File: src/rtl/accum_drain.sv
// ---------------------------------------------------------------------------
// accum_drain
// Walks a range of accumulator rows after a job. For each row it issues one
// full-width read, optionally overwrites the row with zero, and streams the
// NUM_BANKS words of the row out one per beat, bank 0 first.
//
// Ports
//   clk_i, rst_i          clock, synchronous active-high reset
//   start_i               job request, sampled only while idle
//   base_addr_i           first row of the job
//   num_rows_i            rows to drain (0 .. 2^ADDR_WIDTH)
//   clear_en_i            zero each row after it has been read
//   busy_o, done_o        job in progress / one-cycle completion pulse
//   cmd_*                 accumulator command channel (master)
//   wvalid_o, wready_i,
//   wdata_o               accumulator write-data channel (always zero data)
//   rvalid_i, rdata_i     accumulator read return, bank b at [b*DATA_WIDTH +: DATA_WIDTH]
//   out_*                 output word stream, out_last_o on the job's final beat
//
// state     | meaning
// ----------+---------------------------------------------------------------
// S_IDLE    | waiting for start_i
// S_RD_CMD  | read command for the current row offered
// S_RD_WAIT | waiting for the read data, captured into buf_q
// S_CLR     | zero-write command and write data offered, each until taken
// S_SEND    | streaming buf_q one word per beat
// S_DONE    | one-cycle done pulse
// ---------------------------------------------------------------------------
module accum_drain #(
    parameter int NUM_BANKS  = 4,
    parameter int DATA_WIDTH = 64,
    parameter int ADDR_WIDTH = 9
) (
    input  logic                            clk_i,
    input  logic                            rst_i,
    input  logic                            start_i,
    input  logic [ADDR_WIDTH-1:0]           base_addr_i,
    input  logic [ADDR_WIDTH:0]             num_rows_i,
    input  logic                            clear_en_i,
    output logic                            busy_o,
    output logic                            done_o,
    output logic                            cmd_valid_o,
    input  logic                            cmd_ready_i,
    output logic                            cmd_rw_o,
    output logic                            cmd_accum_en_o,
    output logic [NUM_BANKS-1:0]            cmd_mask_o,
    output logic [ADDR_WIDTH-1:0]           cmd_addr_o,
    output logic                            wvalid_o,
    input  logic                            wready_i,
    output logic [NUM_BANKS*DATA_WIDTH-1:0] wdata_o,
    input  logic                            rvalid_i,
    input  logic [NUM_BANKS*DATA_WIDTH-1:0] rdata_i,
    output logic                            out_valid_o,
    input  logic                            out_ready_i,
    output logic [DATA_WIDTH-1:0]           out_data_o,
    output logic                            out_last_o
);

    localparam int BEAT_W = (NUM_BANKS > 1) ? $clog2(NUM_BANKS) : 1;
    localparam logic [BEAT_W-1:0] LAST_BEAT = BEAT_W'(NUM_BANKS - 1);

    typedef enum logic [2:0] {
        S_IDLE,
        S_RD_CMD,
        S_RD_WAIT,
        S_CLR,
        S_SEND,
        S_DONE
    } state_t;

    state_t                  state_q, state_d;
    logic [ADDR_WIDTH-1:0]   base_q, base_d;
    logic [ADDR_WIDTH:0]     nrows_q, nrows_d;
    logic [ADDR_WIDTH:0]     row_q, row_d;
    logic                    clear_q, clear_d;
    logic [BEAT_W-1:0]       beat_q, beat_d;
    logic                    cmd_done_q, cmd_done_d;
    logic                    w_done_q, w_done_d;
    logic [DATA_WIDTH-1:0]   buf_q [NUM_BANKS];
    logic                    buf_load;
    logic [ADDR_WIDTH:0]     row_inc;

    assign cmd_accum_en_o = 1'b0;
    assign cmd_mask_o     = '1;
    assign wdata_o        = '0;
    // Row counter is one bit wider than the address, so the sum wraps mod 2^ADDR_WIDTH.
    assign cmd_addr_o     = base_q + row_q[ADDR_WIDTH-1:0];
    assign out_data_o     = buf_q[beat_q];
    assign buf_load       = (state_q == S_RD_WAIT) && rvalid_i;
    assign row_inc        = row_q + (ADDR_WIDTH+1)'(1);

    always_comb begin
        state_d     = state_q;
        base_d      = base_q;
        nrows_d     = nrows_q;
        row_d       = row_q;
        clear_d     = clear_q;
        beat_d      = beat_q;
        cmd_done_d  = cmd_done_q;
        w_done_d    = w_done_q;
        busy_o      = (state_q != S_IDLE);
        done_o      = (state_q == S_DONE);
        cmd_valid_o = 1'b0;
        cmd_rw_o    = 1'b0;
        wvalid_o    = 1'b0;
        out_valid_o = 1'b0;
        out_last_o  = 1'b0;

        case (state_q)
            S_IDLE: begin
                if (start_i) begin
                    base_d  = base_addr_i;
                    nrows_d = num_rows_i;
                    clear_d = clear_en_i;
                    row_d   = '0;
                    state_d = (num_rows_i == '0) ? S_DONE : S_RD_CMD;
                end
            end
            S_RD_CMD: begin
                cmd_valid_o = 1'b1;
                if (cmd_ready_i) begin
                    state_d = S_RD_WAIT;
                end
            end
            S_RD_WAIT: begin
                if (rvalid_i) begin
                    beat_d     = '0;
                    cmd_done_d = 1'b0;
                    w_done_d   = 1'b0;
                    state_d    = clear_q ? S_CLR : S_SEND;
                end
            end
            S_CLR: begin
                // Each channel drops its valid once its own handshake is seen.
                cmd_valid_o = ~cmd_done_q;
                cmd_rw_o    = 1'b1;
                wvalid_o    = ~w_done_q;
                cmd_done_d  = cmd_done_q | cmd_ready_i;
                w_done_d    = w_done_q | wready_i;
                if (cmd_done_d && w_done_d) begin
                    state_d = S_SEND;
                end
            end
            S_SEND: begin
                out_valid_o = 1'b1;
                out_last_o  = (beat_q == LAST_BEAT) && (row_inc == nrows_q);
                if (out_ready_i) begin
                    beat_d = beat_q + BEAT_W'(1);
                    if (beat_q == LAST_BEAT) begin
                        row_d   = row_inc;
                        state_d = (row_inc < nrows_q) ? S_RD_CMD : S_DONE;
                    end
                end
            end
            S_DONE: begin
                state_d = S_IDLE;
            end
            default: begin
                state_d = S_IDLE;
            end
        endcase
    end

    always_ff @(posedge clk_i) begin
        if (rst_i) begin
            state_q    <= S_IDLE;
            base_q     <= '0;
            nrows_q    <= '0;
            row_q      <= '0;
            clear_q    <= 1'b0;
            beat_q     <= '0;
            cmd_done_q <= 1'b0;
            w_done_q   <= 1'b0;
            for (int b = 0; b < NUM_BANKS; b++) begin
                buf_q[b] <= '0;
            end
        end else begin
            state_q    <= state_d;
            base_q     <= base_d;
            nrows_q    <= nrows_d;
            row_q      <= row_d;
            clear_q    <= clear_d;
            beat_q     <= beat_d;
            cmd_done_q <= cmd_done_d;
            w_done_q   <= w_done_d;
            if (buf_load) begin
                for (int b = 0; b < NUM_BANKS; b++) begin
                    buf_q[b] <= rdata_i[b*DATA_WIDTH +: DATA_WIDTH];
                end
            end
        end
    end

endmodule

File: config.mk
export PLATFORM = sky130hd
export DESIGN_NAME = accum_drain
export DESIGN_NICKNAME = d
export VERILOG_FILES = /design/src/rtl/accum_drain.sv
export SDC_FILE = /design/constraint.sdc
export NUM_CORES = 1
export LEC_CHECK = 0
export CELL_PAD_IN_SITES_DETAIL_PLACEMENT = 0
export CELL_PAD_IN_SITES_GLOBAL_PLACEMENT = 2
export CORE_AREA = 2 2 243 245
export CTS_BUF_LIST = sky130_fd_sc_hd__clkbuf_2
export DETAILED_ROUTE_END_ITERATION = 16
export DIE_AREA = 0 0 245 247
export GPL_ROUTABILITY_DRIVEN = 0
export PLACE_DENSITY = 0.77
export SLEW_MARGIN = 25
export SYNTH_ARGS = -nofsm -noshare
export SYNTH_HDL_FRONTEND = slang
export SYNTH_SLANG_ARGS = --single-unit
File: constraint.sdc
create_clock -name clk_i -period 9.4 [get_ports clk_i]
set_input_delay 0.94 -clock clk_i [delete_from_list [all_inputs] [get_ports clk_i]]
set_output_delay 0.94 -clock clk_i [all_outputs]
set_load 0.05 [all_outputs]
==> metrics.csv, run 1 <==
stage,metric,value,unit
final_layout,area_delta_synth_final,27.76,%
synthesis,yosysTopAreaCell,edfxtp_1,
clock_tree,cts_sinks,295,
synthesis,avgSynthCellArea,12.85,µm²
setup_path,crit_start,row_q[0]$_SDFFE_PP0P_,
drt,dr_total_vias,9511,
setup_path,r2r_end,buf_q[3][8]$_SDFFCE_PN0P_,
setup_path,arrival,4.07,ns
clock_tree,cts_buffer_depth,3,
setup_path,cp-endpoint,out_last_o,
outcome,status,"complete, no violations",
floorplanning,initial_utilization,0.2610,
global_route,grt_pass1_wl,55.83,mm
drt,dr.pass1.iters,4,
floorplanning,core,0.05824,mm²
hold_path,hold_class,reg2reg,
pwr,total_power,0.003239,W
drt,drt_iter0_markers,392,
job,max-cap-violations,0,
setup_path,max_stage_delay,0.83,ns
final_layout,fin_nets,1884,
clock_tree,clockRootBuffer,clkbuf_2,
floorplanning,die_area,0.06052,mm²
global_route,overflow,0,
pwr,powerDensity,166.8,mW/mm²
setup_path,r2r_start,state_q[0]$_SDFFE_PP0P_,
synthesis,synth-edff-count,256,
place,portBuffers,362,
pwr,peakVddDrop,0.00006363,V
synthesis,yosys_warnings,0,
setup_path,rr_worst_depth,6,
sta,hold_violations,0,
sta,rsz0062_at_grt,no,
sta,finalMaxSlewViolations,0,
setup_path,cp.required,8.46,ns
sta,fmax,199.6,MHz
synthesis,ys_seq_elements,295,
clock_tree,clkTransAtPathRegs,0.09,ns
drt,routedWlPerCell,16.05,µm
setup_path,path_max_fanout,7,
global_route,grt_pass1_vias,9456,
synthesis,ys_async_sr_fraction,0,
global_route,antenna_found_initial,6,
clock_tree,cts_max_level,3,
floorplanning,die_w,245,µm
synthesis,yosys.area.top_type_share,0.5057,
setup_path,crit_type,reg2out,
drt,drt-total-wl,38.77,mm
setup_path,crit_path_end_kind,output pin,
sta,setup_tns,0,ns
sta,period_needed,5.010,ns
synthesis,syn_area,0.01520,mm²
setup_path,r2r_setup_slack,5.97,ns
clock_tree,cts_setup_buffers,0,
sta,setup_violations,0,
floorplanning,fp-row-count,89,
setup_path,critPathSlowestCell,clkdlybuf4s50_1,
synthesis,yosysUniqueCellTypes,46,
synthesis,yosysSeqAreaShare,0.5570,
setup_path,crit_path_cell_trace,ha_1 -> nand3_1 -> nor3_1 -> xor2_1 -> ha_1 -> and3_1 -> nand3_1 -> nor2_1 -> clkdlybuf4s50_1,
final_layout,fillers,5869,
drt,vias_per_cell,3.938,
setup_path,cp-start-kind,flip-flop,
drt,ant_nets,0,
clock_tree,clk_latency,1.02,ns
synthesis,synth_ff_type,edfxtp_1,
clock_tree,hold_buffers,0,
floorplanning,io_pins,624,
place,place_hpwl,27.03,mm
drt,drc,0,
sta,worst_pin_slew,1.006,ns
floorplanning,die_h,247,µm
global_route,gr-usage-all-layers,0.1233,
sta,timing.final.crit_share,0.5330,
synthesis,synth_area_leaders,"edfxtp_1 51%, buf_4 13%, and2_1 11%",
pwr,leakage,7.562,nW
clock_tree,cts_tree,built,
global_route,grt_max_degree,193,
clock_tree,cts_resized,0,
clock_tree,numCtsBuffers,84,
sta,finClkSkew,0.09152,ns
final_layout,drive_above_1_share,0.1300,
synthesis,syn-instance-count,1183,
sta,relSlewSlack,0.3296,
[flip-flops by register name, indices dropped and copies added, names as in the netlist, 2 cells and up, named ones only]
signal and flops:
state_q 3, nrows_q 10, row_q 10, beat_q 2, buf_q 256, base_q 9
[how the worst min path moves through the flow]
stage                                 start  cells after the start                 endpoint  slack, ns
floorplan              clear_q$_SDFFE_PP0P_                      2     clear_q$_SDFFE_PP0P_       0.44
global placement    nrows_q[8]$_SDFFE_PP0P_                      2  nrows_q[8]$_SDFFE_PP0P_       0.45
detailed placement     clear_q$_SDFFE_PP0P_                      2     clear_q$_SDFFE_PP0P_       0.45
CTS                          base_addr_i[5]                      3   base_q[5]$_SDFFE_PP0P_       0.27
global route                 base_addr_i[5]                      3   base_q[5]$_SDFFE_PP0P_       0.36
finish                 clear_q$_SDFFE_PP0P_                      2     clear_q$_SDFFE_PP0P_       0.45
[power by group]
group | internal, W | switching, W | total [W]
registers | 0.00152 | 0.0000360 | 0.00155
logic | 0.000235 | 0.000506 | 0.000741
clock network | 0.000380 | 0.000564 | 0.000943
[worst max-delay path, delay by kind of cell, from the launching register on]
| family | cells | cell delay [ns] |
|---|---|---|
| simple gates | 5 | 1.00 |
| buf+inv | 1 | 0.83 |
| fa+ha+maj | 2 | 0.61 |
| flops | 1 | 0.51 |
| xor+xnor | 1 | 0.13 |
[cells in the mapped netlist (3+ instances only)]
master	count
xnor2_1	9
or3_1	3
nor3_1	3
ha_1	20
inv_1	17
edfxtp_1	256
o21ai_0	10
clkbuf_1	39
a21oi_1	40
buf_2	13
dfxtp_1	39
nor2_1	23
and2_1	258
nand2_1	51
mux4_2	64
nor2_2	3
o21ai_1	7
nand3_1	12
nand2b_1	4
xor2_1	7
nand3b_1	4
and3_1	5
buf_4	262
[metal layers]
metal / vias up / global-route usage / routed length (µm) / part of all wire
met5: - / 0 / 39 / 0.0010
met4: 6 / 0.05524 / 1006 / 0.026
met3: 69 / 0.04569 / 3813 / 0.098
met2: 403 / 0.2044 / 18960 / 0.49
met1: 4580 / 0.1421 / 14950 / 0.39
li1: 4453 / - / - / -
[area by class of cell]
cell class | count | area, µm² | area share
Antenna cell | 3 | 7.507 | 0.0003865
Clock buffer | 123 | 615.6 | 0.03169
Clock inverter | 22 | 128.9 | 0.006635
Inverter | 17 | 63.81 | 0.003285
Multi-Input combinational cell | 814 | 5464 | 0.2813
Sequential cell | 295 | 8476 | 0.4364
Tap cell | 773 | 967.2 | 0.04980
Timing Repair Buffer | 368 | 3700 | 0.1905
[kinds of logic (layout without fill, tap and decap cells)]
logic type / after synthesis / in the layout / share of synthesized area
other cells: 2 / 264 / 0.0004940
mux: 65 / 65 / 0.09547
buf+inv: 333 / 530 / 0.1490
xor+xnor: 16 / 16 / 0.009218
compound gates: 72 / 72 / 0.02675
fa+ha+maj: 21 / 21 / 0.01778
simple gates: 379 / 379 / 0.1443
flops: 295 / 295 / 0.5570
[through the flow]
step | hold slack, ns | std cells | utilization | area (µm²) | worst slack, ns
after floorplan | 0.4363 | 1442 | - | 16170 | 1.398
after global placement | 0.4474 | 2266 | 0.3199 | 18630 | 4.956
after detailed placement | 0.4475 | 2266 | 0.3199 | 18630 | 4.850
after CTS | 0.2690 | 2411 | 0.3327 | 19370 | 4.058
after global routing | 0.3645 | 2415 | 0.3335 | 19420 | 4.033
final | 0.4549 | 2415 | 0.3335 | 19420 | 4.390
[placed cells by master (no fill, tap or decap), types with 3 or more instances in the layout]
| master | instances |
|---|---|
| xnor2_1 | 9 |
| nand3b_1 | 4 |
| xor2_1 | 7 |
| conb_1 | 261 |
| nand2b_1 | 3 |
| and2_1 | 258 |
| edfxtp_1 | 256 |
| and3_1 | 5 |
| nand2_1 | 51 |
| ha_1 | 20 |
| nand3_1 | 11 |
| o21ai_0 | 10 |
| mux4_2 | 64 |
| buf_4 | 3 |
| nor3_1 | 3 |
| clkdlybuf4s50_1 | 361 |
| clkbuf_2 | 123 |
| a21oi_1 | 40 |
| o21ai_1 | 7 |
| diode_2 | 3 |
| nor2_1 | 23 |
| or3_1 | 3 |
| inv_1 | 17 |
| dfxtp_1 | 37 |
| clkinv_1 | 14 |
No activity file was read; power rests on OpenSTA's default activity.
==> run 2, diff against run 1 <==
- CORE_AREA: 2 2 243 245 -> unset
- CORE_UTILIZATION: unset -> 25
- DIE_AREA: 0 0 245 247 -> unset
- clock period: 9.4 -> 4.4 ns (I/O delays scaled with it)
==> run 2 against run 1 <==
  * First-iteration DRC count up 3.6%
  * Largest power group unchanged
  * Setup slack worse by 4.0 ns
  * Cell count up 11%
  * Utilization up 3.1 points
  * Non-clock buffer count up 252
  * Sequential power up 110%
  * Hold slack worse by 0.31 ns
  * Die area up 2.1%
==> metrics.csv, run 2 (same netlist as run 1, synthesis figures left out) <==
stage,metric,value,unit
setup_path,arrival,3.59,ns
drt,drc,0,
hold_path,hold_class,in2reg,
pwr,swShare,0.3407,
place,portBuffers,362,
place,placed_area,0.01883,mm²
outcome,status,"complete, no violations",
sta,finalMaxSlewViolations,0,
final_layout,drive_above_1_share,0.1189,
sta,hold_violations,0,
floorplanning,die_area,0.06180,mm²
floorplanning,fp-row-count,90,
final_layout,top_register,buf_q,
hold_path,whs_path_depth,3,
pwr,power_frac_comb,0.252,
drt,dr_total_vias,10510,
pwr,leakage,8.638,nW
setup_path,r2r_start,row_q[0]$_SDFFE_PP0P_,
setup_path,cp.required,3.96,ns
drt,vias_per_cell,3.927,
global_route,grt_pass1_wl,60.88,mm
clock_tree,cts_sinks,295,
final_layout,largest_reg_flops,256,
clock_tree,cts_buffer_depth,3,
sta,worst_pin_slew,1.004,ns
setup_path,crit_path_cell_trace,ha_1 -> nand3_1 -> nor3_1 -> xor2_1 -> ha_1 -> and3_1 -> nand3_1 -> nor2_1 -> dlygate4sd2_1,
drt,routedWlPerCell,15.00,µm
pwr,p_clk_frac,0.278,
sta,finClkSkew,0.1069,ns
global_route,grt_pass1_vias,10780,
sta,period_needed,4.034,ns
clock_tree,cts_max_level,3,
final_layout,final_common_cell,clkdlybuf4s50_1,
global_route,gr-usage-all-layers,0.1278,
setup_path,cp-start-kind,flip-flop,
floorplanning,core,0.06025,mm²
pwr,peakVddDrop,0.0001572,V
pwr,powerDensity,321.7,mW/mm²
setup_path,path_max_fanout,7,
floorplanning,initial_utilization,0.2523,
drt,ant_nets,0,
clock_tree,clockRootBuffer,clkbuf_2,
setup_path,r2r_setup_slack,1.83,ns
global_route,grt_max_degree,56,
floorplanning,die_w,248.6,µm
pwr,p_sw,0.002410,W
setup_path,crit_start,row_q[0]$_SDFFE_PP0P_,
final_layout,fin_nets,2135,
pwr,p_seq_frac,0.469,
clock_tree,clkTransAtPathRegs,0.10,ns
sta,relSlewSlack,0.3289,
sta,timing.final.crit_share,0.9169,
setup_path,rr_worst_depth,10,
clock_tree,clk_latency,1.02,ns
floorplanning,io_pins,624,
setup_path,r2r_end,state_q[2]$_SDFFE_PP0P_,
setup_path,max_stage_delay,0.56,ns
final_layout,fin_cells,2677,
final_layout,area_delta_synth_final,44.63,%
clock_tree,numCtsBuffers,83,
final_layout,top_regs,"buf_q x256, nrows_q x10, row_q x10",
clock_tree,cts_tree,built,
setup_path,crit_type,reg2out,
global_route,antenna_found_initial,4,
hold_path,min-delay-start,num_rows_i[2],
setup_path,critPathSlowestCell,dlygate4sd2_1,
drt,drt-total-wl,40.16,mm
final_layout,mostFrequentLayoutCells,"361 x clkdlybuf4s50_1, 261 x conb_1, 258 x and2_1",
setup_path,crit_path_end_kind,output pin,
final_layout,post-route-util,0.3649,
place,dp.cells,2286,
final_layout,fin_area,0.02199,mm²
sta,fmax,247.9,MHz
drt,drt_iter0_markers,406,
global_route,overflow,0,
floorplanning,die_h,248.6,µm
job,max-cap-violations,0,
hold_path,worstHoldEndpoint,nrows_q[2]$_SDFFE_PP0P_,
pwr,intPower,0.004663,W
sta,setup_violations,0,
place,place_hpwl,27.51,mm
drt,dr.pass1.iters,6,
[run 2: stage by stage]
step	setup WS (ns)	TNS [ns]	hold slack [ns]	power (W)
after CTS	0.1606	0	0.0003845	0.007201
final	0.3658	0	0.1488	0.007074
after global routing	-0.005004	-0.005004	0.01817	0.007436
after global placement	1.050	0	0.4472	0.004980
after detailed placement	1.046	0	0.4489	0.004994
after floorplan	1.382	0	0.4363	0.004655
[run 2: cell type report]
cell class	count	area (µm²)
antenna	3	7.507
timing repair buffer	620	6277
tap	782	978.4
clock buffer	127	635.6
fill	5915	38260
multi-input combinational	814	5454
inverter	17	63.81
sequential	295	8476
clock inverter	19	93.84
[run 2: power groups by stage]
stage          registers [W]  logic, W  clock network [W]
2_1_floorplan        0.00336   0.00130                  0
3_3_place_gp         0.00338   0.00160                  0
3_5_place_dp         0.00339   0.00161                  0
4_1_cts              0.00332   0.00180            0.00208
5_1_grt              0.00334   0.00188            0.00221
6_report             0.00332   0.00178            0.00197
[run 2: layer usage]
| layer | routed length [µm] | vias to the layer above | global-route usage |
|---|---|---|---|
| li1 | - | 4943 | - |
| met1 | 16690 | 5069 | 0.1520 |
| met2 | 19860 | 435 | 0.2173 |
| met3 | 2788 | 61 | 0.03863 |
| met4 | 797 | 4 | 0.04632 |
| met5 | 26 | - | 0 |
[run 2: how the worst max path moves through the flow]
stage	endpoint	slack, ns	depth (start not counted)
detailed placement	out_last_o	1.05	9
finish	out_last_o	0.37	9
floorplan	buf_q[0][0]$_SDFFCE_PN0P_	1.38	2
CTS	out_last_o	0.16	9
global route	out_last_o	-0.005	9
global placement	out_last_o	1.05	9
[run 2: critical path, delay by kind of cell (launching register included)]
family	cells	cell delay, ns
buf+inv	1	0.56
simple gates	5	0.93
flops	1	0.46
xor+xnor	1	0.12
fa+ha+maj	2	0.59
[run 2: what timing repair did]
action | 4_1_cts | 5_1_grt
buffers inserted | 0 | 0
endpoints found under the hold margin | 242 | 0
setup endpoints to repair | 1 | 0
gates resized for setup | 1 | 0
hold buffers | 242 | 0
==> run 3, diff against run 2 <==
- ABC_CLOCK_PERIOD_IN_PS: unset -> 4400
- SKIP_LAST_GASP: unset -> 1
==> results of run 3 <==
Final layout, timing and power as in run 2 (identical DEF).
